### src/rtl/wb_gpio_irq.sv
// Wishbone classic GPIO controller: per-pin direction, synchronised and optionally
// debounced inputs, and edge interrupts with sticky write-1-to-clear pending bits.
module wb_gpio_irq #(
    parameter int unsigned NGPIO = 16,
    parameter int unsigned DIV_W = 16
) (
    input  logic             wb_clk_i,
    input  logic             wb_rst_i,
    input  logic [31:0]      wb_adr_i,
    input  logic [31:0]      wb_dat_i,
    input  logic [3:0]       wb_sel_i,
    input  logic             wb_we_i,
    input  logic             wb_cyc_i,
    input  logic             wb_stb_i,
    output logic [31:0]      wb_dat_o,
    output logic             wb_ack_o,
    input  logic [NGPIO-1:0] gpio_i,
    output logic [NGPIO-1:0] gpio_o,
    output logic [NGPIO-1:0] gpio_oe_o,
    output logic             irq_o
);

    localparam int unsigned DW = 32;

    localparam logic [2:0] REG_IN      = 3'd0;
    localparam logic [2:0] REG_OUT     = 3'd1;
    localparam logic [2:0] REG_DIR     = 3'd2;
    localparam logic [2:0] REG_RISE_EN = 3'd3;
    localparam logic [2:0] REG_FALL_EN = 3'd4;
    localparam logic [2:0] REG_PEND    = 3'd5;
    localparam logic [2:0] REG_DIV     = 3'd6;

    logic [NGPIO-1:0] out_q;
    logic [NGPIO-1:0] dir_q;
    logic [NGPIO-1:0] rise_en_q;
    logic [NGPIO-1:0] fall_en_q;
    logic [NGPIO-1:0] pend_q;
    logic [DIV_W-1:0] div_q;
    logic [DIV_W-1:0] presc_q;
    logic [NGPIO-1:0] sync1_q;
    logic [NGPIO-1:0] sync2_q;
    logic [NGPIO-1:0] hist_a_q;
    logic [NGPIO-1:0] hist_b_q;
    logic [NGPIO-1:0] filt_q;
    logic [NGPIO-1:0] filt_d_q;
    logic             ack_q;
    logic [DW-1:0]    dat_q;

    logic             req_c;
    logic             wr_c;
    logic [2:0]       reg_sel_c;
    logic [DW-1:0]    byte_mask_c;
    logic [NGPIO-1:0] pin_mask_c;
    logic [NGPIO-1:0] pin_wdat_c;
    logic [DIV_W-1:0] div_mask_c;
    logic [DIV_W-1:0] div_wdat_c;
    logic [DW-1:0]    rdata_c;
    logic             tick_c;
    logic [NGPIO-1:0] stable_c;
    logic [NGPIO-1:0] edge_c;
    logic [NGPIO-1:0] clr_c;
    logic             unused_c;

    function automatic logic [NGPIO-1:0] merge_pins(input logic [NGPIO-1:0] old_v,
                                                   input logic [NGPIO-1:0] new_v,
                                                   input logic [NGPIO-1:0] mask_v);
        return (old_v & ~mask_v) | (new_v & mask_v);
    endfunction

    // Bus decode: a request is a strobe seen while no ack is outstanding.
    always_comb begin
        req_c       = wb_cyc_i & wb_stb_i & ~ack_q;
        wr_c        = req_c & wb_we_i;
        reg_sel_c   = wb_adr_i[4:2];
        byte_mask_c = {{8{wb_sel_i[3]}}, {8{wb_sel_i[2]}}, {8{wb_sel_i[1]}}, {8{wb_sel_i[0]}}};
        pin_mask_c  = byte_mask_c[NGPIO-1:0];
        pin_wdat_c  = wb_dat_i[NGPIO-1:0];
        div_mask_c  = byte_mask_c[DIV_W-1:0];
        div_wdat_c  = wb_dat_i[DIV_W-1:0];
    end

    assign unused_c = ^{wb_adr_i, wb_dat_i, byte_mask_c};

    // Read mux, sampled into wb_dat_o on the acking edge.
    always_comb begin
        rdata_c = '0;
        case (reg_sel_c)
            REG_IN:      rdata_c = DW'(filt_q);
            REG_OUT:     rdata_c = DW'(out_q);
            REG_DIR:     rdata_c = DW'(dir_q);
            REG_RISE_EN: rdata_c = DW'(rise_en_q);
            REG_FALL_EN: rdata_c = DW'(fall_en_q);
            REG_PEND:    rdata_c = DW'(pend_q);
            REG_DIV:     rdata_c = DW'(div_q);
            default:     rdata_c = '0;
        endcase
    end

    always_ff @(posedge wb_clk_i) begin
        if (wb_rst_i) begin
            ack_q <= 1'b0;
            dat_q <= '0;
        end else begin
            ack_q <= req_c;
            dat_q <= req_c ? rdata_c : '0;
        end
    end

    // Control registers; byte enables gate every field.
    always_ff @(posedge wb_clk_i) begin
        if (wb_rst_i) begin
            out_q     <= '0;
            dir_q     <= '0;
            rise_en_q <= '0;
            fall_en_q <= '0;
            div_q     <= '0;
        end else if (wr_c) begin
            case (reg_sel_c)
                REG_OUT:     out_q     <= merge_pins(out_q, pin_wdat_c, pin_mask_c);
                REG_DIR:     dir_q     <= merge_pins(dir_q, pin_wdat_c, pin_mask_c);
                REG_RISE_EN: rise_en_q <= merge_pins(rise_en_q, pin_wdat_c, pin_mask_c);
                REG_FALL_EN: fall_en_q <= merge_pins(fall_en_q, pin_wdat_c, pin_mask_c);
                REG_DIV:     div_q     <= (div_q & ~div_mask_c) | (div_wdat_c & div_mask_c);
                default:     ;
            endcase
        end
    end

    // Shared debounce prescaler; a DIV write restarts the count.
    always_comb begin
        tick_c = (div_q != '0) && (presc_q == div_q);
    end

    always_ff @(posedge wb_clk_i) begin
        if (wb_rst_i) begin
            presc_q <= '0;
        end else if (wr_c && reg_sel_c == REG_DIV) begin
            presc_q <= '0;
        end else if (presc_q == div_q) begin
            presc_q <= '0;
        end else begin
            presc_q <= presc_q + DIV_W'(1);
        end
    end

    // Synchroniser and filter: a pin follows sync only after three equal tick samples.
    always_comb begin
        stable_c = ~(sync2_q ^ hist_a_q) & ~(sync2_q ^ hist_b_q);
    end

    always_ff @(posedge wb_clk_i) begin
        if (wb_rst_i) begin
            sync1_q  <= '0;
            sync2_q  <= '0;
            hist_a_q <= '0;
            hist_b_q <= '0;
            filt_q   <= '0;
            filt_d_q <= '0;
        end else begin
            sync1_q  <= gpio_i;
            sync2_q  <= sync1_q;
            filt_d_q <= filt_q;
            if (div_q == '0) begin
                filt_q <= sync2_q;
            end else if (tick_c) begin
                filt_q   <= (filt_q & ~stable_c) | (sync2_q & stable_c);
                hist_a_q <= sync2_q;
                hist_b_q <= hist_a_q;
            end
        end
    end

    // Edge detect and sticky pending; a new edge beats a same-cycle clear.
    always_comb begin
        edge_c = (filt_q & ~filt_d_q & rise_en_q) | (~filt_q & filt_d_q & fall_en_q);
        clr_c  = (wr_c && reg_sel_c == REG_PEND) ? (pin_wdat_c & pin_mask_c) : '0;
    end

    always_ff @(posedge wb_clk_i) begin
        if (wb_rst_i) begin
            pend_q <= '0;
        end else begin
            pend_q <= (pend_q & ~clr_c) | edge_c;
        end
    end

    assign wb_ack_o  = ack_q;
    assign wb_dat_o  = dat_q;
    assign gpio_o    = out_q;
    assign gpio_oe_o = dir_q;
    assign irq_o     = |pend_q;

endmodule

### config.mk
export PLATFORM = sky130hd
export DESIGN_NAME = wb_gpio_irq
export DESIGN_NICKNAME = d
export VERILOG_FILES = /design/src/rtl/wb_gpio_irq.sv
export SDC_FILE = /design/constraint.sdc
export NUM_CORES = 1
export LEC_CHECK = 0
export CAP_MARGIN = 40
export CORE_ASPECT_RATIO = 0.7
export CORE_MARGIN = 5
export CORE_UTILIZATION = 58
export DETAILED_ROUTE_END_ITERATION = 8
export PLACE_DENSITY = 0.86
export SETUP_SLACK_MARGIN = 0.02
export SYNTH_ARGS = -nofsm -noshare
export SYNTH_HDL_FRONTEND = slang
export SYNTH_SLANG_ARGS = --single-unit
### constraint.sdc
create_clock -name wb_clk_i -period 3 [get_ports wb_clk_i]
set_clock_uncertainty 0.1 [all_clocks]
set_input_delay 0.75 -clock wb_clk_i [delete_from_list [all_inputs] [get_ports wb_clk_i]]
set_output_delay 0.75 -clock wb_clk_i [all_outputs]
set_load 0.05 [all_outputs]
After elaboration in Yosys (flattened, before gate mapping)
Index checks and enable logic that the tools add are counted.
{"block": "word_totals", "out_inout_bits": 66, "elab_cells": 80, "register_bits": 241}
{"block": "classes", "reduce_logical": 16, "addsub": 1, "eq_ne": 7, "n_mux": 4, "bitwise": 37}
{"op": "$and A16 B16 Y16", "n": 14}
{"op": "$or A16 B16 Y16", "n": 8}
{"op": "$not A16 Y16", "n": 7}
{"op": "$pmux W16 S7", "n": 1}
{"op": "$mux W16", "n": 3}
{"op": "$xor A16 B16 Y16", "n": 2}
{"op": "$add A16 B1 Y16 const B", "n": 1}
{"op": "$eq A16 B16 Y1", "n": 1}
{"op": "$logic_not A16 Y1", "n": 1}
{"op": "$reduce_bool A16 Y1", "n": 1}
{"op": "$reduce_or A16 Y1", "n": 1}
{"op": "$reduce_and A2 Y1", "n": 6}
{"op": "$eq A3 B3 Y1 const B", "n": 3}
{"op": "$eq A3 B2 Y1 const B", "n": 2}
{"op": "$and A1 B1 Y1", "n": 3}
{"op": "$eq A3 B1 Y1 const B", "n": 1}
{"op": "$logic_and A1 B1 Y1", "n": 3}
{"op": "$logic_not A3 Y1", "n": 1}
{"op": "$not A1 Y1", "n": 3}
{"op": "$reduce_or A3 Y1", "n": 1}
{"op": "$reduce_bool A2 Y1", "n": 1}
{"op": "$reduce_or A2 Y1", "n": 1}

Depth between registers and ports, before layout
Gate-level depths: netlist of the first run.
{"block": "logic_depth", "ltp_word": 8, "ltp_mapped": 9}

Worst setup path after synthesis of the first run
Ideal clock, no wire load.
{"block": "synth_timing", "kind": "input to register", "startpoint": "input wb_adr_i[2]", "endpoint": "register presc_q[10]", "stages": 9, "setup_slack_ps": 777, "t_arrival_ps": 2006, "path_buffers": 4, "cell_sequence": "buf_2 -> nor2b_1 -> clkbuf_1 -> and3_1 -> buf_2 -> nor2_1 -> nand2_1 -> buf_2 -> nor2_1"}
{"block": "synth_between", "elab_chain_len": 3}
{"element": "start, declared", "line_no": "9", "rtl": "input logic [31:0] wb_adr_i,"}
{"element": "$eq A3 B3 Y1", "line_no": "137", "rtl": "end else if (wr_c && reg_sel_c == REG_DIV) begin"}
{"element": "$logic_and A1 B1 Y1", "line_no": "137"}
{"element": "$reduce_or A3 Y1 (no source line)"}
{"element": "end signal, assigned", "line_no": "142", "rtl": "presc_q <= presc_q + DIV_W'(1);"}
{"element": "end, declared", "line_no": "39", "rtl": "logic [DIV_W-1:0] presc_q;"}
Every way passes these cells.
A chain may end at the register's enable or synchronous reset.

Final worst setup path of the first run
{"block": "layout_timing", "startpoint": "register pend_q[7]", "endpoint": "output irq_o"}
{"block": "layout_between", "elab_chain_len": 1}
{"element": "start, declared", "line_no": "37", "rtl": "logic [NGPIO-1:0] pend_q;"}
{"element": "start signal, assigned", "line_no": "183", "rtl": "pend_q <= (pend_q & ~clr_c) | edge_c;"}
{"element": "$reduce_or A16 Y1", "line_no": "191", "rtl": "assign irq_o = |pend_q;"}
{"element": "end, declared", "line_no": "20", "rtl": "output logic irq_o"}
Every way passes these cells.

==> results.toml, run 1 <==
[floorplanning]
dieArea_mm2 = 0.01923
die_w_um = 163.6
io_pins = 155
die_h_um = 117.5
fp.coreArea_mm2 = 0.01625
rows = 39
start_util_pct = 58.97

[worst_setup_path]
crit_path_end_kind = "primary output"
critical-path-slowest-cell = "dlygate4sd2_1"
crit_start = "pend_q[7]$_SDFF_PP0_"
worst_setup_path_start_kind = "flop"
crit_path_end = "irq_o"
worstPathCellList = "nor4_1 > nand4_1 > dlygate4sd2_1"
crit_arrival_ns = 1.94
cp_slowest_stage_delay_ns = 0.47
regToRegSetupSlack_ns = 0.97
path_class = "reg2out"
cp.required_ns = 2.15
reg2reg_depth = 6
worst-path-max-fanout = 3

[clocking]
clockBufferDepth = 3
insertion_delay_ns = 0.50
htree_num_levels = 1
cts-buffers-inserted = 21
cts_root_buffer = "clkbuf_16"
cts_tree = "done"
worst_setup_hold_path_clk_slew_ns = 0.06
clock_sinks = 225

[synth]
yosysUniqueCellTypes = 40
synth_warnings = 0
yosys-top-cells-area = "dfxtp_1 47%, mux2i_1 13%, nor2_1 4.4%, nand2b_1 4.3%, nor2b_1 2.7%"
yosys.area.top_type = "dfxtp_1"
ys_seq_area_share_pct = 47.01
netlist.area_leader.share_pct = 47.01
syn_area_mm2 = 0.009582
postSynthAreaPerCell_um2 = 9.459
ys_ff_latch = 225
syn_inst = 1013

[power]
p_leak_uw = 0.004635
powerDensity_mw_per_mm2 = 522.3
vdd_drop_max_v = 0.0003849

[placed_design]
place.gp.congestion = 0.9246
place_hpwl_um = 16560
numPortBuffers = 91
placed_area_mm2 = 0.01077
dpl_worst_slack_ns = 0.2050

[worst_hold_path]
holdCritPathClass = "reg2reg"
hold_start = "sync1_q[11]$_SDFF_PP0_"
min_path_cells = 1

[layout]
utilization_pct = 70.24
nets = 1195
antenna_cells = 0
drive_gt1_share_pct = 9.026
finalInstanceArea_mm2 = 0.01141
mostFrequentLayoutCells = "225 x dfxtp_1, 128 x mux2i_1, 112 x nor2_1, 87 x clkdlybuf4s50_1, 65 x nand2b_1"
final_common_cell = "dfxtp_1"
areaGrowthSynthToFinish_pct = 19.12

[routing]
firstDrtPassIters = 6
drc = 0
drt_iter0_drc = 618
wire_per_inst_um = 17.40
vias = 7627
viasPerCell = 5.675
drt_wl_total_um = 23390
antenna_left = 0

[global_route]
antenna_found_initial = 0
grt_pass1_vias = 7618
grt_pass1_wl_um = 38080
grt_overflow_total = 0
track_usage_pct = 23.91
grt_max_degree = 72

[sta]
rsz0062_at_grt = "false"
period_needed_ns = 2.793
fmax_mhz = 358.1
max_slew_margin_pct = 59.11
hold_ws_ns = 0.3347
drv_slew = 0
setup_tns_ns = 0
fin_ws_ns = 0.2073
setup_viol = 0
hold_viol = 0
tightest_slew_ns = 0.6120
final.period_utilization_pct = 93.09

[run_status]
run_status = "complete, no violations"

[flow_run]
maxCapViolCount = 0
[synthesized netlist by cell type]
library cell / number
a21oi_1: 25
a22o_1: 2
a22oi_1: 17
a31oi_1: 21
and3_1: 25
and4_1: 2
and4b_1: 1
buf_1: 5
buf_2: 14
buf_4: 16
buf_6: 4
clkbuf_1: 33
conb_1: 1
dfxtp_1: 225
ha_1: 1
inv_1: 32
mux2_2: 15
mux2i_1: 128
mux4_2: 3
nand2_1: 36
nand2b_1: 66
nand3_1: 31
nand3b_1: 30
nand4_1: 6
nand4_2: 1
nor2_1: 112
nor2_2: 2
nor2b_1: 42
nor3_1: 18
nor3_2: 2
nor4_1: 8
nor4_2: 4
o211ai_1: 2
o21ai_0: 43
o221a_2: 2
o22a_1: 4
o22ai_1: 3
or2_2: 1
xnor2_1: 6
xor2_1: 24
[how the worst min path moves through the flow]
stage                             end  slack, ns
6_report       sync2_q[11]$_SDFF_PP0_       0.33
5_1_grt        sync2_q[11]$_SDFF_PP0_       0.36
4_1_cts        sync2_q[11]$_SDFF_PP0_       0.34
3_5_place_dp   sync2_q[11]$_SDFF_PP0_       0.32
3_3_place_gp    sync2_q[2]$_SDFF_PP0_       0.32
2_1_floorplan   sync2_q[0]$_SDFF_PP0_       0.31
[layer usage]
metal / routed length (um) / vias up / GRT usage, %
met4: 671 / 0 / 7.177
met5: 0 / - / 0
li1: - / 3642 / -
met2: 10770 / 300 / 39.06
met3: 2012 / 45 / 5.600
met1: 9926 / 3640 / 31.60
[repair_timing]
item	in CTS	in global routing
hold buffers	0	0
endpoints found under the hold margin	0	0
endpoints found under the setup margin	1	0
setup buffers	0	0
gates resized for setup	1	0
[area by class of cell]
cell class	instances	area, um2
Clock inverter	6	33.78
Inverter	32	120.1
Sequential cell	225	4504
Multi-Input combinational cell	699	4638
Timing Repair Buffer	126	1222
Clock buffer	31	613.1
Fill cell	1185	4836
Tap cell	225	281.5
[through the flow]
stage | power (uW) | instances
global route | 6162 | 1344
global placement | 3508 | 1307
detailed placement | 3515 | 1307
finish | 5961 | 1344
CTS | 5987 | 1344
floorplan | 3380 | 1028
[kinds of logic (layout without fill, tap and decap cells)]
group	Yosys count	in the layout	synth area share, %
AO/OA/AOI/OAI	119	119	7.391
adder cells (fa/ha/maj)	1	1	0.1306
flip-flops	225	225	47.01
other	1	16	0.03914
multiplexers	146	146	15.84
buffers and inverters	104	195	5.197
AND/OR/NAND/NOR	387	387	21.65
XOR/XNOR	30	30	2.742
[where the power goes]
group          internal [uW]  switching [uW]  total (uW)  leakage (uW)
combinational            153             251         404       0.00249
clock                   1420            1090        2510      0.000324
sequential              3030            25.6        3050       0.00182
total                   4590            1370        5960       0.00464
[critical path, delay by kind of cell, from the launching register on]
family                 cells  cell delay, ns
flip-flops                 1            0.34
buffers and inverters      1            0.47
AND/OR/NAND/NOR            2            0.64
Power figures use the tool's default switching activity.
==> inputs of run 2 (changes only) <==
CORE_MARGIN = unset   (was 5)
==> results.toml, run 2 (synthesis results as in run 1) <==
[run_status]
run_status = "complete, no violations"

[clocking]
htree_num_levels = 1
holdBufCountCts = 0
post_cts_resized = 1
insertion_delay_ns = 0.50
cts_setup_buffers = 0
worst_setup_hold_path_clk_slew_ns = 0.06
clock_sinks = 225
cts_root_buffer = "clkbuf_16"
clockBufferDepth = 3
cts_tree = "done"
cts-buffers-inserted = 21

[global_route]
top_usage_layer = "met2"
grt_util_met3_pct = 4.769
grt_pass1_vias = 7398
grt_pass1_wl_um = 37470
antenna_found_initial = 0
grt.met2_usage_pct = 46.25
grt_use_met1_pct = 37.13
grt_max_degree = 91
track_usage_pct = 28.01
grt_overflow_total = 0

[power]
p_leak_uw = 0.004637
finalPower_uw = 6064
powerDensity_mw_per_mm2 = 530.8
vdd_drop_max_v = 0.0004147

[worst_setup_path]
path_class = "reg2out"
crit_path_end_kind = "primary output"
cp.required_ns = 2.15
crit_arrival_ns = 1.99
worst-path-max-fanout = 3
worst_setup_path_start_kind = "flop"

[layout]
areaGrowthSynthToFinish_pct = 19.23
drive_gt1_share_pct = 8.700
antenna_cells = 0
nets = 1193
final_common_cell = "dfxtp_1"
fillers = 1175
finalInstanceArea_mm2 = 0.01142
utilization_pct = 72.16
mostFrequentLayoutCells = "225 x dfxtp_1, 128 x mux2i_1, 112 x nor2_1, 87 x clkdlybuf4s50_1, 65 x nand2b_1"

[floorplanning]
start_util_pct = 60.52
rows = 38
dieArea_mm2 = 0.01705
die_w_um = 155.6
fp.coreArea_mm2 = 0.01583
io_pins = 155
die_h_um = 109.5

[sta]
fmax_mhz = 352.3
drv_slew = 0
rsz0062_at_grt = "false"
tightest_slew_ns = 0.5115
final.period_utilization_pct = 94.60
hold_viol = 0
setup_tns_ns = 0
setup_viol = 0
period_needed_ns = 2.838
max_slew_margin_pct = 65.80

[routing]
drt_iter0_drc = 693
firstDrtPassIters = 5
antenna_left = 0
viasPerCell = 5.778
drt_wl_total_um = 23410
wire_per_inst_um = 17.54
vias = 7714
drc = 0

[placed_design]
numPortBuffers = 91
place.gp.congestion = 0.8789
placed_area_mm2 = 0.01076
place_hpwl_um = 16240

[flow_run]
maxCapViolCount = 0

[worst_hold_path]
holdCritPathClass = "reg2reg"
==> run 2: changes by cell type in the layout (fill, tap and decap cells not counted) <==
| cell | change |
|---|---|
| buf_4 | -3 |
| bufinv_16 | +1 |
| clkinv_2 | -3 |
| clkinv_4 | -1 |
| buf_12 | +1 |
| clkbuf_8 | +1 |
==> run 2: worst max-delay path: stages (launching register included) <==
cell and delay [ns]:
dfxtp_1 0.39, nor4_1 0.41, nand4_1 0.22, dlygate4sd2_1 0.48
==> run 2: area by class of cell <==
| type | count | area (um2) | area share (%) |
|---|---|---|---|
| clock inverters | 3 | 40.04 | 0.3505 |
| multi-input cells | 699 | 4638 | 40.60 |
| clock buffers | 32 | 626.9 | 5.487 |
| inverters | 32 | 120.1 | 1.051 |
| repair buffers | 124 | 1220 | 10.68 |
| flip-flops and latches | 225 | 4504 | 39.43 |
| well taps | 220 | 275.3 | 2.409 |
==> run 2: through the flow <==
step | hold slack [ns] | std cells | setup WS, ns
after floorplan | 0.3138 | 1028 | 0.7768
after detailed placement | 0.3231 | 1300 | 0.2652
final | 0.3331 | 1335 | 0.1619
after global placement | 0.3245 | 1300 | 0.2926
after global routing | 0.3516 | 1335 | 0.08805
after CTS | 0.3375 | 1335 | 0.1628
==> run 2: power breakdown <==
part	internal (uW)	leakage, uW	switching [uW]
Combinational	156	0.00249	252
Clock	1520	0.000330	1090
Sequential	3030	0.00182	25.8
==> run 2: path summary, 6_finish.rpt <==
| check | from | end | slack (ns) | cells past startpoint |
|---|---|---|---|---|
| max | pend_q[11]$_SDFF_PP0_ | irq_o | 0.16 | 3 |
| min | sync1_q[11]$_SDFF_PP0_ | sync2_q[11]$_SDFF_PP0_ | 0.33 | 1 |
| max reg2reg | flop | flop | 1.03 | 6 |
| min reg2reg | sync1_q[11]$_SDFF_PP0_ | sync2_q[11]$_SDFF_PP0_ | 0.33 | 1 |
==> run 2: layer usage <==
layer / vias up / wire, um
met1: 3653 / 9976
li1: 3640 / -
met5: - / 0
met3: 61 / 2083
met2: 360 / 10680
met4: 0 / 668
==> inputs of run 3 (changes only) <==
CELL_PAD_IN_SITES_DETAIL_PLACEMENT = 0   (was unset)
CELL_PAD_IN_SITES_GLOBAL_PLACEMENT = 2   (was unset)
CORE_UTILIZATION = 36   (was 58)
PLACE_DENSITY = unset   (was 0.86)
PLACE_DENSITY_LB_ADDON = 0.1   (was unset)
==> results.toml, run 3 (synthesis results as in run 1) <==
[run_status]
run_status = "complete, no violations"

[sta]
final.period_utilization_pct = 93.31
rsz0062_at_grt = "false"
drv_slew = 0
setup_viol = 0
fmax_mhz = 357.2
max_slew_margin_pct = 63.82
setup_tns_ns = 0
period_needed_ns = 2.799
tightest_slew_ns = 0.5411
hold_ws_ns = 0.3352
hold_viol = 0

[worst_setup_path]
r2r_end = "hist_b_q[11]$_SDFFE_PP0P_"
cp.required_ns = 2.15
crit_path_end_kind = "primary output"
path_class = "reg2out"
worst_setup_path_start_kind = "flop"
worst-path-max-fanout = 3
regToRegSetupSlack_ns = 0.93
reg2reg_depth = 6
crit_arrival_ns = 1.95

[floorplanning]
fp.coreArea_mm2 = 0.02593
start_util_pct = 36.95
rows = 49
die_w_um = 197.0
io_pins = 155
die_h_um = 138.5
dieArea_mm2 = 0.02728

[worst_hold_path]
hold-path-endpoint = "sync2_q[4]$_SDFF_PP0_"
hold_start = "sync1_q[4]$_SDFF_PP0_"
min_path_cells = 1
holdCritPathClass = "reg2reg"

[clocking]
cts_tree = "done"
htree_num_levels = 1
cts_setup_buffers = 0
insertion_delay_ns = 0.51
cts_root_buffer = "clkbuf_16"
clockBufferDepth = 3
worst_setup_hold_path_clk_slew_ns = 0.06
cts-buffers-inserted = 23
clock_sinks = 225

[placed_design]
numPortBuffers = 91
place.gp.congestion = 0.8003
dpl.cell_count = 1443
placed_area_mm2 = 0.01097
place_hpwl_um = 18460

[global_route]
track_usage_pct = 19.17
grt_max_degree = 97
grt_pass1_wl_um = 41010
grt_overflow_total = 0
grt_pass1_vias = 7158
antenna_found_initial = 0

[layout]
final_common_cell = "dfxtp_1"
finalInstanceArea_mm2 = 0.01174
final_cells = 1483
areaGrowthSynthToFinish_pct = 22.57
mostFrequentLayoutCells = "225 x dfxtp_1, 128 x mux2i_1, 112 x nor2_1, 86 x clkdlybuf4s50_1, 65 x nand2b_1"
antenna_cells = 0
drive_gt1_share_pct = 9.680
nets = 1201

[routing]
vias = 7338
drt_wl_total_um = 26110
firstDrtPassIters = 5
wire_per_inst_um = 17.61
antenna_left = 0
drc = 0
viasPerCell = 4.948
drt_iter0_drc = 398

[power]
p_leak_uw = 0.004717
powerDensity_mw_per_mm2 = 547.0
vdd_drop_max_v = 0.0003560

[flow_run]
maxCapViolCount = 0
==> run 3: what timing repair did <==
item	in CTS	in global routing
gates resized for setup	1	0
hold buffers	0	0
setup endpoints to repair	1	0
==> run 3: worst max-delay path by stage <==
stage                                     start                     end  slack [ns]  cells after the start
after floorplan                     wb_adr_i[2]  presc_q[10]$_SDFF_PP0_        0.78                      9
after global placement                 wb_cyc_i                    flop        0.15                      7
after detailed placement               wb_cyc_i                    flop        0.13                      7
after CTS                 pend_q[11]$_SDFF_PP0_                   irq_o        0.15                      4
after global routing      pend_q[11]$_SDFF_PP0_                   irq_o        0.09                      4
final                     pend_q[11]$_SDFF_PP0_                   irq_o        0.20                      4
==> run 3: area by class of cell <==
type | instances | area, um2
Clock inverter | 4 | 70.07
Timing Repair Buffer | 130 | 1260
Clock buffer | 36 | 704.4
Tap cell | 357 | 446.7
Inverter | 32 | 120.1
Fill cell | 2539 | 14190
Multi-Input combinational cell | 699 | 4638
Sequential cell | 225 | 4504
==> run 3: layer usage <==
layer / vias to the layer above / global-route usage, % / share of wire (%)
met5: - / 0 / 0
met4: 0 / 4.366 / 2.1
met3: 35 / 2.830 / 3.8
met2: 136 / 29.33 / 43
met1: 3514 / 28.26 / 51
li1: 3653 / - / -
==> run 3: where the power goes <==
part           total (uW)  switching [uW]  internal [uW]  leakage (uW)
registers            3050            25.6           3030       0.00182
logic                 417             260            157       0.00251
clock network        2950            1180           1770      0.000383
==> run 3: per-stage QoR <==
stage                     power [uW]  util (%)  setup WS, ns
after floorplan                 3380         -        0.7768
after global placement          3541     42.30        0.1466
after detailed placement        3538     42.30        0.1301
after CTS                       6515     45.28        0.1511
after global routing            6677     45.28       0.08905
final                           6423     45.28        0.2006
==> run 3: critical path, cell delays in order, from the launching register on <==
cell and delay, ns:
dfxtp_1 0.39, nor4_1 0.31, buf_4 0.17, nand4_1 0.11
dlygate4sd2_1 0.46
